### src/rtl/hazard_stall_controller.sv
// Pipeline hazard/stall controller for a 5-stage MIPS core: load-use stalls,
// taken-branch flushes, multi-cycle memory freezes with timeout, and perf counters.
module hazard_stall_controller #(
  parameter int CNT_W       = 16,
  parameter int MEM_TIMEOUT = 8
) (
  input  logic             clk,
  input  logic             rst,
  input  logic [31:0]      id_instruction,
  input  logic             ex_MemRead,
  input  logic [4:0]       ex_rt,
  input  logic             mem_Branch_taken,
  input  logic             mem_MemRead,
  input  logic             mem_MemWrite,
  input  logic             mem_ready,
  output logic             pc_write,
  output logic             ifid_write,
  output logic             idex_write,
  output logic             exmem_write,
  output logic             memwb_write,
  output logic             ifid_flush,
  output logic             idex_flush,
  output logic             exmem_flush,
  output logic             idex_bubble,
  output logic             mem_timeout,
  output logic [CNT_W-1:0] stall_cycles,
  output logic [CNT_W-1:0] flush_events
);

  typedef enum logic {RUN, MEM_WAIT} state_t;

  localparam logic [7:0] TIMEOUT_CNT = 8'(MEM_TIMEOUT);

  state_t           state_q, state_d;
  logic [7:0]       wait_cnt_q, wait_cnt_d;
  logic             mem_timeout_q, mem_timeout_d;
  logic [CNT_W-1:0] stall_cycles_q, stall_cycles_d;
  logic [CNT_W-1:0] flush_events_q, flush_events_d;

  logic [5:0] opcode;
  logic [4:0] rs, rt;
  logic       access, uses_rt, load_use, freeze;

  assign opcode = id_instruction[31:26];
  assign rs     = id_instruction[25:21];
  assign rt     = id_instruction[20:16];

  always_comb begin
    access   = mem_MemRead | mem_MemWrite;
    uses_rt  = (opcode == 6'h00) || (opcode == 6'h04) || (opcode == 6'h2B);
    load_use = ex_MemRead && (ex_rt != 5'd0) &&
               ((ex_rt == rs) || (uses_rt && (ex_rt == rt)));
    if (state_q == RUN) begin
      freeze = access & ~mem_ready;
    end else begin
      freeze = ~mem_ready & (wait_cnt_q != TIMEOUT_CNT);
    end
  end

  // Output priority: freeze > taken branch > load-use > normal advance.
  always_comb begin
    pc_write    = 1'b1;
    ifid_write  = 1'b1;
    idex_write  = 1'b1;
    exmem_write = 1'b1;
    memwb_write = 1'b1;
    ifid_flush  = 1'b0;
    idex_flush  = 1'b0;
    exmem_flush = 1'b0;
    idex_bubble = 1'b0;
    if (rst || freeze) begin
      pc_write    = 1'b0;
      ifid_write  = 1'b0;
      idex_write  = 1'b0;
      exmem_write = 1'b0;
      memwb_write = 1'b0;
    end else if (mem_Branch_taken) begin
      ifid_flush  = 1'b1;
      idex_flush  = 1'b1;
      exmem_flush = 1'b1;
    end else if (load_use) begin
      pc_write    = 1'b0;
      ifid_write  = 1'b0;
      idex_bubble = 1'b1;
    end
  end

  always_comb begin
    state_d       = state_q;
    wait_cnt_d    = wait_cnt_q;
    mem_timeout_d = mem_timeout_q;
    case (state_q)
      RUN: begin
        if (access && !mem_ready) begin
          state_d    = MEM_WAIT;
          wait_cnt_d = 8'd1;
        end
      end
      MEM_WAIT: begin
        if (mem_ready) begin
          state_d    = RUN;
          wait_cnt_d = 8'd0;
        end else if (wait_cnt_q == TIMEOUT_CNT) begin
          state_d       = RUN;
          wait_cnt_d    = 8'd0;
          mem_timeout_d = 1'b1;
        end else begin
          wait_cnt_d = wait_cnt_q + 8'd1;
        end
      end
      default: begin
        state_d    = RUN;
        wait_cnt_d = 8'd0;
      end
    endcase

    stall_cycles_d = stall_cycles_q;
    if (!pc_write && (stall_cycles_q != '1)) begin
      stall_cycles_d = stall_cycles_q + CNT_W'(1);
    end
    flush_events_d = flush_events_q;
    if (ifid_flush && (flush_events_q != '1)) begin
      flush_events_d = flush_events_q + CNT_W'(1);
    end
  end

  always_ff @(posedge clk or posedge rst) begin
    if (rst) begin
      state_q        <= RUN;
      wait_cnt_q     <= 8'd0;
      mem_timeout_q  <= 1'b0;
      stall_cycles_q <= '0;
      flush_events_q <= '0;
    end else begin
      state_q        <= state_d;
      wait_cnt_q     <= wait_cnt_d;
      mem_timeout_q  <= mem_timeout_d;
      stall_cycles_q <= stall_cycles_d;
      flush_events_q <= flush_events_d;
    end
  end

  assign mem_timeout  = mem_timeout_q;
  assign stall_cycles = stall_cycles_q;
  assign flush_events = flush_events_q;

endmodule
### config.mk
export PLATFORM = sky130hd
export DESIGN_NAME = hazard_stall_controller
export DESIGN_NICKNAME = d
export VERILOG_FILES = /design/src/rtl/hazard_stall_controller.sv
export SDC_FILE = /design/constraint.sdc
export NUM_CORES = 1
export LEC_CHECK = 0
export ABC_AREA = 0
export CAP_MARGIN = 0
export CELL_PAD_IN_SITES_DETAIL_PLACEMENT = 1
export CELL_PAD_IN_SITES_GLOBAL_PLACEMENT = 1
export CORE_AREA = 10 10 109 91
export DETAILED_ROUTE_END_ITERATION = 10
export DIE_AREA = 0 0 119 101
export PLACE_DENSITY = 0.79
export SKIP_LAST_GASP = 1
export SYNTH_ARGS = -nofsm -noshare
export SYNTH_HDL_FRONTEND = slang
export SYNTH_SLANG_ARGS = --single-unit
### constraint.sdc
create_clock -name clk -period 2.3 [get_ports clk]
set_clock_uncertainty 0.2 [all_clocks]
set_input_delay 0.23 -clock clk [delete_from_list [all_inputs] [get_ports clk]]
set_output_delay 0.23 -clock clk [all_outputs]
set_load 0.005 [all_outputs]
== Word level (Yosys, flattened, before mapping) ==
Cells that the tools add are included.
Operators by class
  $add $sub $neg: 3
  eq/ne operators: 9
  multiplexer cells: 18
  bitwise gates (word level): 5
  reductions and logical operators: 15
Operators by type and width (count)
  $add 16x1->16 const B: 2
  $ne 16x16->1 const B: 2
  $mux 8: 3
  $pmux 8 s2: 1
  $mux 1: 13
  $eq 5x5->1: 2
  $add 8x1->8 const B: 1
  $eq 8x4->1 const B: 1
  $ne 8x4->1 const B: 1
  $eq 6x3->1 const B: 1
  $eq 6x6->1 const B: 1
  $logic_and 1x1->1: 6
  $logic_not 6->1: 1
  $reduce_bool 5->1: 1
  $logic_or 1x1->1: 4
  $reduce_and 3->1: 1
  $and 1x1->1: 2
  $logic_not 1->1: 2
  $ne 2x1->1 const B: 1
  $not 1->1: 2
  $pmux 1 s2: 1
  $or 1x1->1: 1
Storage, ports and cells
  register bits after elaboration: 42
  output and inout port bits: 42
  logic and storage cells: 55

== Depth between registers and ports, before layout ==
  word-level depth: 11
  mapped depth: 9
  depth with buffers taken out: 8

== Worst setup path before layout ==
No wires, ideal clock.
  kind: register to output
  from: register wait_cnt_q[0]
  to: output port pc_write
  arrival: 1949 ps
  data required time: 1870 ps
  slack: -79 ps
  stages on the path, launching flop included: 10
  buffers on the path: 3
  cell sequence: dfrtp_1 inv_1 ha_1 and4bb_2 a311oi_4 or4_1 buf_2 buf_6 inv_1 buf_4
On the way
  longest elaborated chain between the ends: 5
RTL lines
  from (decl): line 35  | logic [7:0] wait_cnt_q, wait_cnt_d;
  from (signal assigned): line 136  | wait_cnt_q <= wait_cnt_d;
  $ne 8x4->1: line 56  | freeze = ~mem_ready & (wait_cnt_q != TIMEOUT_CNT);
  $and 1x1->1: line 56
  $mux 1: line 53  | if (state_q == RUN) begin
  $logic_or 1x1->1: line 71  | if (rst || freeze) begin
  $mux 1
  to (decl): line 16  | output logic pc_write,
No other way between the ends.

== Worst setup path after layout ==
  from: register wait_cnt_q[1]
  to: register stall_cycles_q[1] (netlist: stall_cycles[1])
On the way
  longest elaborated chain between the ends: 7
RTL lines
  $ne 8x4->1: line 56
  $and 1x1->1: line 56
  $mux 1: line 53
  $logic_or 1x1->1: line 71
  $mux 1: line 71
  $logic_not 1->1: line 118  | if (!pc_write && (stall_cycles_q != '1)) begin
  $logic_and 1x1->1: line 118
  to (signal assigned): line 138  | stall_cycles_q <= stall_cycles_d;
  to (decl): line 37  | logic [CNT_W-1:0] stall_cycles_q, stall_cycles_d;
No other way between the ends.
A chain may end at the register's enable or synchronous reset.

==> impl_metrics.tcl <==
set metrics [dict create \
    min-delay-start "mem_timeout" \
    async_reset_ff_share_pct 100 \
    ir_drop_mv 0.430 \
    swShare_pct 31.6 \
    max-slew-margin-rel_pct 65.9 \
    post_drt_via_cell_ratio 4.76 \
    clock-sinks 42 \
    slowest_stage "or4_4" \
    critical_path.max_fanout 15 \
    yosysTopAreaCellShare_pct 46.2 \
    hold_violations 0 \
    start_util_pct 29.3 \
    p_leak_nw 1.56 \
    grt-ovfl-total 0 \
    p_comb_share_pct 33.5 \
    cts_tree "yes" \
    min_period_over_period_pct 109 \
    drt_pass1_iterations 4 \
    drcViolationCount 0 \
    p_int_w 0.00149 \
    clk_pin_slew_ps 80 \
    timing.rr.start "wait_cnt_q[1]" \
    crit_arrival_ps 2470 \
    crit_start "wait_cnt_q[1]" \
    synth_largest_area_cell "dfrtp_1" \
    start_kind "flop" \
    netlist_top_cells_area "dfrtp_1 (46%), xnor2_1 (8.9%), xor2_1 (7.3%), nand3_1 (4.6%), nor2_1 (3.6%)" \
    p_seq_share_pct 45.9 \
    rsz0062_at_grt "true" \
    final_nets 378 \
    die_area_um2 12000 \
    crit_path_end_kind "flop" \
    cp.required_ps 2270 \
    synth_seq_cells 42 \
    setup_slack_ps -200 \
    fp.dieW_um 119 \
    multi_input_area_um2 1280 \
    design.portCount 86 \
    port_buffers 69 \
    wl_per_cell_um 16.6 \
    slew_viol_final 0 \
    ys.flop_type "dfrtp_1" \
    layout.area.seq_um2 1050 \
    cts_buffer_depth 2 \
    ys_types 38 \
    grt_first_pass_wirelength_mm 12.3 \
    core_area_um2 7760 \
    grt.total_usage_pct 12.4 \
    grt_max_degree 27 \
    wl_mm 7.27 \
    gp_congestion 0.781 \
    syn_nets 276 \
    fmax_mhz 400 \
    rows 29 \
    drive_gt1_share_pct 23.6 \
    cp_slowest_stage_delay_ps 450 \
    violations "negative setup slack" \
    p_sw_w 0.000687 \
    post_synth_instance_area_um2 2270 \
    synth_edf_count 0 \
    diodes 0 \
    fin_total_pwr_w 0.00217 \
    cts-root-buf "clkbuf_8" \
    setup_viol 23 \
    antenna_found_initial 0 \
    grt_pass1_vias 2405 \
    pwr-share-clk_pct 20.6 \
    synthCells 228 \
    cap_violations 0 \
    cts_buffers 5 \
    ys.warnings.count 0 \
    vias 2084 \
    powerDensity_nw_per_um2 614 \
    outcome "complete, but fails checks" \
    design_area_um2 3540 \
    hp-class "flop to flop" \
    die_h_um 101 \
    drt-initial-drc-count 54 \
    avgSynthCellArea_um2 9.98 \
    area_growth_pct 55.6 \
    cp_cell_sequence "inv_2 > ha_4 > and4bb_2 > a311oi_4 > buf_4 > or4_4 > buf_6 > nand2_2 > mux2_2" \
    worstMarginPinSlew_ps 510 \
    dp_hpwl_mm 5.47 \
    min_period_ps 2500 \
    path_class "flop to flop" \
    place_area_um2 3260 \
    cts-htree-levels 2 \
    antenna_left 0 \
    ys_seq_area_share_pct 46.2 \
    clk_latency_ps 290 \
    n_fill_cell 907 \
]
[path summary, 6_finish.rpt]
path / endpoint / slack [ps] / depth (start not counted)
hold / removal: mem_timeout / 280 / 1
setup reg to reg: stall_cycles[1] / -200 / 9
max in group asynchronous: stall_cycles[10] / 1300 / 4
min in group asynchronous: flush_events[12] / 290 / 4
setup / recovery: stall_cycles[1] / -200 / 9
hold reg to reg: mem_timeout / 280 / 1
[sequential cells by signal, summed over array words and instances (netlist names)]
register	count
mem_timeout	1
flush_events	16
wait_cnt_q	8
stall_cycles	16
state_q	1
[metrics by stage]
stage / setup TNS (ps) / utilization, % / setup WS [ps] / cells / hold WS (ps)
6_report: -2300 / 45.6 / -200 / 438 / 280
5_1_grt: -5380 / 45.6 / -267 / 438 / 309
4_1_cts: -1860 / 44.8 / -194 / 436 / 282
3_5_place_dp: -6930 / 42.0 / -492 / 425 / 265
3_3_place_gp: -6020 / 42.0 / -477 / 425 / 261
2_1_floorplan: -147 / - / -54.0 / 228 / 99.3
[final cells by class]
class,instances,share of cell area (%)
timing repair buffer,103,27.2
sequential,42,29.7
tap,108,3.82
clock buffer,5,1.94
clock inverter,2,0.283
multi-input combinational,170,36.2
inverter,8,0.848
[layer usage]
metal / global-route usage, % / wire [um] / up-vias
met4: 2.53 / 44 / 0
li1: - / - / 993
met5: 0 / 0 / -
met1: 13.7 / 2950 / 1044
met2: 22.6 / 3870 / 40
met3: 4.26 / 402 / 7
[power by group through the flow]
| stage | registers, W | logic (W) | clock network (W) |
|---|---|---|---|
| final | 0.000997 | 0.000728 | 0.000448 |
| after global routing | 0.00102 | 0.000807 | 0.000500 |
| after CTS | 0.000995 | 0.000726 | 0.000468 |
| after detailed placement | 0.00101 | 0.000683 | 0 |
| after global placement | 0.000999 | 0.000654 | 0 |
| after floorplan | 0.000997 | 0.000263 | 0 |
[placed cells by master, fill, tap and decap left out, types with 2 or more instances in the layout]
cell	synthesis	routed
clkdlybuf4s50_1	0	56
dfrtp_1	42	42
buf_4	5	30
xnor2_1	23	23
nand3_1	21	20
xor2_1	19	19
nand2_1	18	16
nor2_1	22	16
nand4_1	10	10
buf_6	1	10
o21ai_0	8	8
and3_1	6	6
nor2_4	0	6
inv_1	8	5
clkbuf_8	0	5
nor3_1	8	4
dlygate4sd2_1	0	4
nor3_2	2	3
inv_2	0	3
nor3_4	0	3
ha_1	4	3
nor4_1	2	2
nand2b_1	2	2
and4_1	3	2
mux2_2	3	2
or3_1	2	2
clkinv_2	0	2
[timing repair]
| action | 4_1_cts | 5_1_grt |
|---|---|---|
| resized for setup | 70 | 11 |
| hold buffers | 0 | 0 |
| pin swaps | 7 | 3 |
| setup buffers | 4 | 2 |
| hold endpoints to repair | 0 | 0 |
| setup endpoints to repair | 36 | 40 |
[worst max-delay path, delay by kind of cell, from the launching register on]
kind,cells,cell delay [ps]
buffers and inverters,3,410
and+or+nand+nor,3,790
adders and majority gates,1,120
AOI/OAI and AO/OA,1,110
muxes,1,330
DFF,1,400
[cell usage after synthesis (2+ instances only)]
master    count
nand2b_1      2
xor2_1       19
nor3_2        2
dfrtp_1      42
nor4_1        2
mux2_2        3
buf_2         2
buf_4         5
nand4_1      10
and4_1        3
xnor2_1      23
and3_1        6
nand2_1      18
nor3_1        8
nand3_1      21
ha_1          4
inv_1         8
or3_1         2
o21ai_0       8
nor2_1       22
[cells by family (layout without fill, tap and decap cells)]
| family | after synthesis | after routing | synth area share (%) |
|---|---|---|---|
| buffers and inverters | 16 | 118 | 3.91 |
| and+or+nand+nor | 104 | 104 | 24.4 |
| DFF | 42 | 42 | 46.2 |
| AOI/OAI and AO/OA | 17 | 17 | 5.67 |
| adders and majority gates | 4 | 4 | 2.20 |
| muxes | 3 | 3 | 1.49 |
| xor gates and xnor gates | 42 | 42 | 16.2 |
No activity file was read; power rests on OpenSTA's default activity.
